### src/rtl/serial_memory_loader_pkg.sv
// Shared types and constants for the serial memory loader: FSM states,
// host opcodes, memory-port modes and a big-endian byte picker.
package serial_memory_loader_pkg;

  localparam int unsigned BYTE_W  = 8;
  localparam int unsigned WORD_W  = 32;
  localparam int unsigned COUNT_W = 16;
  localparam int unsigned MODE_W  = 3;

  typedef enum logic [3:0] {
    ST_IDLE,
    ST_ADDR,
    ST_COUNT,
    ST_DATA,
    ST_WRITE,
    ST_READ,
    ST_READWAIT,
    ST_SEND,
    ST_ACK
  } state_e;

  localparam logic [BYTE_W-1:0] CMD_WRITE = 8'h57;
  localparam logic [BYTE_W-1:0] CMD_READ  = 8'h52;
  localparam logic [BYTE_W-1:0] CMD_GO    = 8'h47;
  localparam logic [BYTE_W-1:0] CMD_HALT  = 8'h48;
  localparam logic [BYTE_W-1:0] ACK_BYTE  = 8'h06;

  localparam logic [MODE_W-1:0] WRITE_NONE = 3'd0;
  localparam logic [MODE_W-1:0] WRITE_WORD = 3'd3;
  localparam logic [MODE_W-1:0] READ_NONE  = 3'd0;
  localparam logic [MODE_W-1:0] READ_WORD  = 3'd3;

  // Byte idx of a word, MSB first (idx 0 = bits 31:24).
  function automatic logic [BYTE_W-1:0] be_byte(input logic [WORD_W-1:0] word,
                                                input logic [1:0] idx);
    logic [BYTE_W-1:0] b;
    case (idx)
      2'd0:    b = word[31:24];
      2'd1:    b = word[23:16];
      2'd2:    b = word[15:8];
      default: b = word[7:0];
    endcase
    return b;
  endfunction

endpackage

### src/rtl/serial_memory_loader_byte_shifter.sv
// 32-bit big-endian byte accumulator with a byte counter; shared by the
// address, count and data fields of a command.
module serial_memory_loader_byte_shifter
  import serial_memory_loader_pkg::*;
(
  input  logic              clk,
  input  logic              rst,
  input  logic              clear,
  input  logic              shift_en,
  input  logic [BYTE_W-1:0] byte_in,
  output logic [WORD_W-1:0] word_next_c,
  output logic [1:0]        byte_count
);

  logic [WORD_W-1:0] word_q, word_d;
  logic [1:0]        cnt_q, cnt_d;

  // Clear wins over shift so a completed field is consumed and discarded together.
  always_comb begin
    word_next_c = {word_q[WORD_W-BYTE_W-1:0], byte_in};
    word_d      = word_q;
    cnt_d       = cnt_q;
    if (clear) begin
      word_d = '0;
      cnt_d  = '0;
    end else if (shift_en) begin
      word_d = word_next_c;
      cnt_d  = cnt_q + 2'd1;
    end
  end

  always_ff @(posedge clk or posedge rst) begin
    if (rst) begin
      word_q <= '0;
      cnt_q  <= '0;
    end else begin
      word_q <= word_d;
      cnt_q  <= cnt_d;
    end
  end

  assign byte_count = cnt_q;

endmodule

### src/rtl/serial_memory_loader.sv
// Host command decoder that loads and reads processor memory over a byte
// stream, holding the processor paused until a run command arrives.
module serial_memory_loader
  import serial_memory_loader_pkg::*;
#(
  parameter int unsigned TIMEOUT_CYCLES = 1_000_000
) (
  input  logic              clk,
  input  logic              rst,
  input  logic              rxValid,
  input  logic [BYTE_W-1:0] rxByte,
  output logic              txValid,
  input  logic              txReady,
  output logic [BYTE_W-1:0] txByte,
  output logic              pause,
  output logic              externalMemoryControl,
  output logic [WORD_W-1:0] externalAddress,
  output logic [WORD_W-1:0] externalData,
  output logic [MODE_W-1:0] externalWriteMode,
  output logic [MODE_W-1:0] externalReadMode,
  input  logic [WORD_W-1:0] externalDataOut,
  output logic              busy
);

  localparam int unsigned TMO_W = $clog2(TIMEOUT_CYCLES + 1);
  localparam logic [TMO_W-1:0] TMO_LAST = TMO_W'(TIMEOUT_CYCLES - 1);

  state_e             state_q, state_d;
  logic               is_write_q, is_write_d;
  logic               run_hold_q, run_hold_d;
  logic [WORD_W-1:0]  addr_q, addr_d;
  logic [WORD_W-1:0]  data_q, data_d;
  logic [COUNT_W-1:0] words_left_q, words_left_d;
  logic [WORD_W-1:0]  rd_buf_q, rd_buf_d;
  logic [1:0]         send_idx_q, send_idx_d;
  logic [TMO_W-1:0]   tmo_q, tmo_d;
  logic               pause_q, pause_d;
  logic               busy_q, busy_d;
  logic [MODE_W-1:0]  wmode_q, wmode_d;
  logic [MODE_W-1:0]  rmode_q, rmode_d;
  logic               tx_valid_q, tx_valid_d;
  logic [BYTE_W-1:0]  tx_byte_q, tx_byte_d;

  logic               collecting_c;
  logic               tx_fire_c;
  logic               tmo_expired_c;
  logic               sh_clear_c;
  logic               sh_shift_c;
  logic [WORD_W-1:0]  sh_word_next_c;
  logic [1:0]         sh_count;

  assign collecting_c  = (state_q == ST_ADDR) || (state_q == ST_COUNT) || (state_q == ST_DATA);
  assign tx_fire_c     = tx_valid_q && txReady;
  assign tmo_expired_c = collecting_c && !rxValid && (tmo_q == TMO_LAST);
  assign sh_shift_c    = rxValid && collecting_c;
  // Any state change ends the current field, and IDLE keeps the shifter empty.
  assign sh_clear_c    = (state_q == ST_IDLE) || (state_d != state_q);

  serial_memory_loader_byte_shifter u_shifter (
    .clk         (clk),
    .rst         (rst),
    .clear       (sh_clear_c),
    .shift_en    (sh_shift_c),
    .byte_in     (rxByte),
    .word_next_c (sh_word_next_c),
    .byte_count  (sh_count)
  );

  always_comb begin
    state_d      = state_q;
    is_write_d   = is_write_q;
    run_hold_d   = run_hold_q;
    addr_d       = addr_q;
    data_d       = data_q;
    words_left_d = words_left_q;
    rd_buf_d     = rd_buf_q;
    send_idx_d   = send_idx_q;

    unique case (state_q)
      ST_IDLE: begin
        if (rxValid) begin
          case (rxByte)
            CMD_WRITE: begin
              is_write_d = 1'b1;
              state_d    = ST_ADDR;
            end
            CMD_READ: begin
              is_write_d = 1'b0;
              state_d    = ST_ADDR;
            end
            CMD_GO:   run_hold_d = 1'b0;
            CMD_HALT: run_hold_d = 1'b1;
            default:  ;
          endcase
        end
      end
      ST_ADDR: begin
        if (rxValid && sh_count == 2'd3) begin
          addr_d  = sh_word_next_c;
          state_d = is_write_q ? ST_COUNT : ST_READ;
        end
      end
      ST_COUNT: begin
        if (rxValid && sh_count == 2'd1) begin
          words_left_d = sh_word_next_c[COUNT_W-1:0];
          state_d      = (sh_word_next_c[COUNT_W-1:0] == '0) ? ST_ACK : ST_DATA;
        end
      end
      ST_DATA: begin
        if (rxValid && sh_count == 2'd3) begin
          data_d  = sh_word_next_c;
          state_d = ST_WRITE;
        end
      end
      ST_WRITE: begin
        addr_d       = addr_q + 32'd4;
        words_left_d = words_left_q - 16'd1;
        state_d      = (words_left_q == 16'd1) ? ST_ACK : ST_DATA;
      end
      ST_READ: state_d = ST_READWAIT;
      ST_READWAIT: begin
        rd_buf_d   = externalDataOut;
        send_idx_d = 2'd0;
        state_d    = ST_SEND;
      end
      ST_SEND: begin
        if (tx_fire_c) begin
          if (send_idx_q == 2'd3) state_d = ST_IDLE;
          else                    send_idx_d = send_idx_q + 2'd1;
        end
      end
      ST_ACK: begin
        if (tx_fire_c) state_d = ST_IDLE;
      end
      default: state_d = ST_IDLE;
    endcase

    // A stalled command is dropped; the partial word is never written.
    if (tmo_expired_c) state_d = ST_IDLE;

    tmo_d = (collecting_c && !rxValid && !tmo_expired_c) ? tmo_q + TMO_W'(1) : '0;

    pause_d    = run_hold_d || (state_d != ST_IDLE);
    busy_d     = (state_d != ST_IDLE);
    wmode_d    = (state_d == ST_WRITE) ? WRITE_WORD : WRITE_NONE;
    rmode_d    = (state_d == ST_READ)  ? READ_WORD  : READ_NONE;
    tx_valid_d = (state_d == ST_SEND) || (state_d == ST_ACK);
    tx_byte_d  = tx_byte_q;
    if (state_d == ST_ACK)       tx_byte_d = ACK_BYTE;
    else if (state_d == ST_SEND) tx_byte_d = be_byte(rd_buf_d, send_idx_d);
  end

  always_ff @(posedge clk or posedge rst) begin
    if (rst) begin
      state_q      <= ST_IDLE;
      is_write_q   <= 1'b0;
      run_hold_q   <= 1'b1;
      addr_q       <= '0;
      data_q       <= '0;
      words_left_q <= '0;
      rd_buf_q     <= '0;
      send_idx_q   <= '0;
      tmo_q        <= '0;
      pause_q      <= 1'b1;
      busy_q       <= 1'b0;
      wmode_q      <= WRITE_NONE;
      rmode_q      <= READ_NONE;
      tx_valid_q   <= 1'b0;
      tx_byte_q    <= '0;
    end else begin
      state_q      <= state_d;
      is_write_q   <= is_write_d;
      run_hold_q   <= run_hold_d;
      addr_q       <= addr_d;
      data_q       <= data_d;
      words_left_q <= words_left_d;
      rd_buf_q     <= rd_buf_d;
      send_idx_q   <= send_idx_d;
      tmo_q        <= tmo_d;
      pause_q      <= pause_d;
      busy_q       <= busy_d;
      wmode_q      <= wmode_d;
      rmode_q      <= rmode_d;
      tx_valid_q   <= tx_valid_d;
      tx_byte_q    <= tx_byte_d;
    end
  end

  assign txValid               = tx_valid_q;
  assign txByte                = tx_byte_q;
  assign pause                 = pause_q;
  assign busy                  = busy_q;
  assign externalMemoryControl = busy_q;
  assign externalAddress       = addr_q;
  assign externalData          = data_q;
  assign externalWriteMode     = wmode_q;
  assign externalReadMode      = rmode_q;

endmodule

### config.mk
export PLATFORM = sky130hd
export DESIGN_NAME = serial_memory_loader
export DESIGN_NICKNAME = d
export VERILOG_FILES = /design/src/rtl/serial_memory_loader_pkg.sv /design/src/rtl/serial_memory_loader_byte_shifter.sv /design/src/rtl/serial_memory_loader.sv
export SDC_FILE = /design/constraint.sdc
export NUM_CORES = 1
export LEC_CHECK = 0
export BUFFER_PORTS_ARGS = -buffer_cell sky130_fd_sc_hd__buf_2
export CAP_MARGIN = 20
export CORE_ASPECT_RATIO = 1.4
export CORE_UTILIZATION = 40
export CTS_CLUSTER_SIZE = 28
export DETAILED_ROUTE_END_ITERATION = 6
export PLACE_DENSITY_LB_ADDON = 0.15
export SYNTH_ARGS = -nofsm -noshare
export SYNTH_HDL_FRONTEND = slang
export SYNTH_SLANG_ARGS = --single-unit
### constraint.sdc
create_clock -name clk -period 10.1 [get_ports clk]
set_input_delay 2.02 -clock clk [delete_from_list [all_inputs] [get_ports clk]]
set_output_delay 2.02 -clock clk [all_outputs]
set_load 0.02 [all_outputs]
==> results.sh <==
export IMPL_status="completed"
export IMPL_fin_cells=1309
export IMPL_yosysMostFrequentCell="dfrtp_1"
export IMPL_whs_endpoint="rd_buf_q[25]$_DFF_PP0_"
export IMPL_drtIter0Drc=468
export IMPL_use_met1_pct=26.63
export IMPL_yosysSeqAreaShare_pct=50.09
export IMPL_grtUsageMet3_pct=3.462
export IMPL_hold_viol=0
export IMPL_hold_worst_slack_ns=0.4709
export IMPL_critPathRequiredTime_ns=10.36
export IMPL_cts_tree="yes"
export IMPL_endpoint_kind="flop"
export IMPL_hp_start="rd_buf_q[25]$_DFF_PP0_"
export IMPL_clkTransAtPathRegs_ns=0.07
export IMPL_avgSynthCellArea_um2=10.03
export IMPL_slew_viol_final=0
export IMPL_r2r_cells=6
export IMPL_viasPerCell=5.422
export IMPL_dp_hpwl_mm=16.71
export IMPL_dieHeight_um=179.0
export IMPL_fp_coreArea_um2=21860
export IMPL_synth_area_leaders="dfrtp_1 (50%), nand2_1 (6.0%), mux2i_1 (3.6%)"
export IMPL_track_usage_pct=21.77
export IMPL_grt_max_degree=75
export IMPL_die_x_um=128.4
export IMPL_maxSlewHeadroom_pct=30.92
export IMPL_wl_per_cell_um=18.12
export IMPL_arrival_ns=4.29
export IMPL_ys_async_sr_fraction_pct=100.0
export IMPL_crit_type="in -> reg"
export IMPL_hold_buffers=0
export IMPL_synth_area_leader_cell="dfrtp_1"
export IMPL_worstMarginPinSlew_ns=1.036
export IMPL_power_uw=1468
export IMPL_num_fill_cells=2114
export IMPL_dieArea_um2=22980
export IMPL_cts_path_max_buffers=2
export IMPL_ys_ff_latch=179
export IMPL_grt_pass1_vias=6886
export IMPL_cts_made_buffers=17
export IMPL_clock_skew_ns=0.01593
export IMPL_cts_resized=0
export IMPL_postCtsSetupBuffers=0
export IMPL_syn_cell_area_um2=8947
export IMPL_cts_root_buf="clkbuf_16"
export IMPL_ant_nets=0
export IMPL_p_leak_uw=0.004778
export IMPL_p_per_area_nw_per_um2=141.4
export IMPL_synth_distinct_cells=81
export IMPL_finalSetupViolCount=0
export IMPL_tns_ns=0
export IMPL_yosysWarnings=0
export IMPL_vias=7098
export IMPL_area_growth_pct=16.05
export IMPL_dp_cells=1276
export IMPL_fin_nets=1048
export IMPL_ir_worst_vdd_uv=111.3
export IMPL_grt_antenna_before_repair=2
export IMPL_core_rowCount=64
export IMPL_synth_main_ff_cell="dfrtp_1"
export IMPL_cap_violations=0
export IMPL_period_needed_ns=4.031
export IMPL_synth_edf_count=0
export IMPL_period_share_pct=39.91
export IMPL_hold_class="reg -> reg"
export IMPL_grt_use_met2_pct=37.30
export IMPL_drive_above_1_share_pct=23.86
export IMPL_start_kind="input port"
export IMPL_synthTopCellsByCount="dfrtp_1 (177), nand2_1 (143), nor2_1 (65)"
export IMPL_cp_max_fo=26
export IMPL_busiest_layer="met2"
export IMPL_syn_inst=892
export IMPL_port_buffers=123
export IMPL_max_freq_mhz=248.1
export IMPL_dr_pass1_iters=4
export IMPL_regToRegSetupSlack_ns=7.09
export IMPL_hold_depth=2
export IMPL_ios=126
export IMPL_yosys_area_top_type_share_pct=49.50
export IMPL_cts_max_level=4
export IMPL_rsz0062_at_grt="false"
export IMPL_tritoncts_num_sinks=179
export IMPL_route_detailed_drc=0
export IMPL_place_gp_congestion=0.8729
export IMPL_grt_remaining_overflow=0
export IMPL_worstReg2RegEnd="u_shifter.word_q[23]$_DFFE_PP0P_"
export IMPL_grt_pass1_wl_mm=38.18
export IMPL_start_util_pct=40.93
export IMPL_wl_mm=23.72
export IMPL_reg2reg_from="state_q[0]$_DFF_PP0_"
export IMPL_clk_latency_ns=0.43
==> power by group <==
part | total (uW) | switching, uW | internal, uW
Clock | 675 | 296 | 379
Combinational | 66.4 | 47.8 | 18.6
Sequential | 726 | 6.41 | 720
==> flip-flops by register name, indices dropped and copies added (netlist names), 4 cells and up <==
register and flops:
externalData 32, rd_buf_q 32, u_shifter.word_q 24, tmo_q 20, state_q 4, words_left_q 16, txByte 8, externalAddress 32
==> how the worst max path moves through the flow <==
stage	start	slack, ns	depth (start not counted)	endpoint
after floorplan	rst	3.22	1	busy$_DFF_PP0_
after global placement	rxByte[7]	5.72	7	u_shifter.word_q[20]$_DFFE_PP0P_
after detailed placement	rxByte[0]	5.68	7	u_shifter.byte_count[1]$_DFFE_PP0P_
after CTS	rxByte[7]	6.10	7	u_shifter.word_q[22]$_DFFE_PP0P_
after global routing	rxByte[1]	5.90	7	u_shifter.word_q[23]$_DFFE_PP0P_
final	rxByte[7]	6.07	7	u_shifter.word_q[23]$_DFFE_PP0P_
==> worst max-delay path: stages <==
cell and delay (ns):
buf_2 0.16, nor4_1 0.32, nand2_1 0.11, o21ai_1 0.36, nand3_1 0.27, o2111ai_4 0.89
nor3_1 0.15
==> kinds of logic after synthesis <==
family	count (synthesis)	share of synthesized area (%)
other	1	0.04191
adders and majority gates	6	0.8390
and+or+nand+nor	391	22.54
buffers and inverters	73	3.804
muxes	68	8.111
xor gates and xnor gates	21	2.056
DFF	179	50.09
AOI/OAI and AO/OA	153	12.52
==> layout make-up <==
type | count | area (um2) | area share [%]
clock buffers | 18 | 439.2 | 4.229
inverters | 27 | 106.4 | 1.024
multi-input cells | 641 | 4139 | 39.86
diodes | 2 | 5.005 | 0.04820
clock inverters | 13 | 157.7 | 1.518
flip-flops and latches | 179 | 4482 | 43.16
well taps | 297 | 371.6 | 3.579
repair buffers | 132 | 683.2 | 6.579
==> routing by layer <==
layer	wire length, um	part of all wire, %
met1	9919	42
met2	12280	52
met3	762	3.2
met4	750	3.2
met5	0	0
==> cells in the final DEF (no fill, tap or decap), drive strengths merged, types with 4 or more instances in the layout <==
cell	count
clkbuf	18
nor2b	6
a21oi	25
o221ai	6
o311ai	11
nor4b	4
o21ai	34
nor4	13
and3	10
and4	5
o221a	4
xnor2	6
nand4	14
o211ai	20
nand3	48
inv	36
xor2	15
mux2i	32
ha	6
nand2b	4
nor2	65
nand2	143
a221o	5
or3	9
buf	132
or4	4
a211oi	5
or2	5
a31oi	6
mux2	36
dfrtp	177
a22oi	4
a21o	5
nor3	46
==> metrics by stage <==
step	utilization, %	setup slack [ns]	area, um2
2_1_floorplan	-	3.225	8951
3_3_place_gp	44.75	5.722	9782
3_5_place_dp	44.75	5.685	9782
4_1_cts	47.48	6.098	10380
5_1_grt	47.50	5.897	10380
6_report	47.50	6.069	10380
Note: power is estimated with default switching activity, not from simulation.
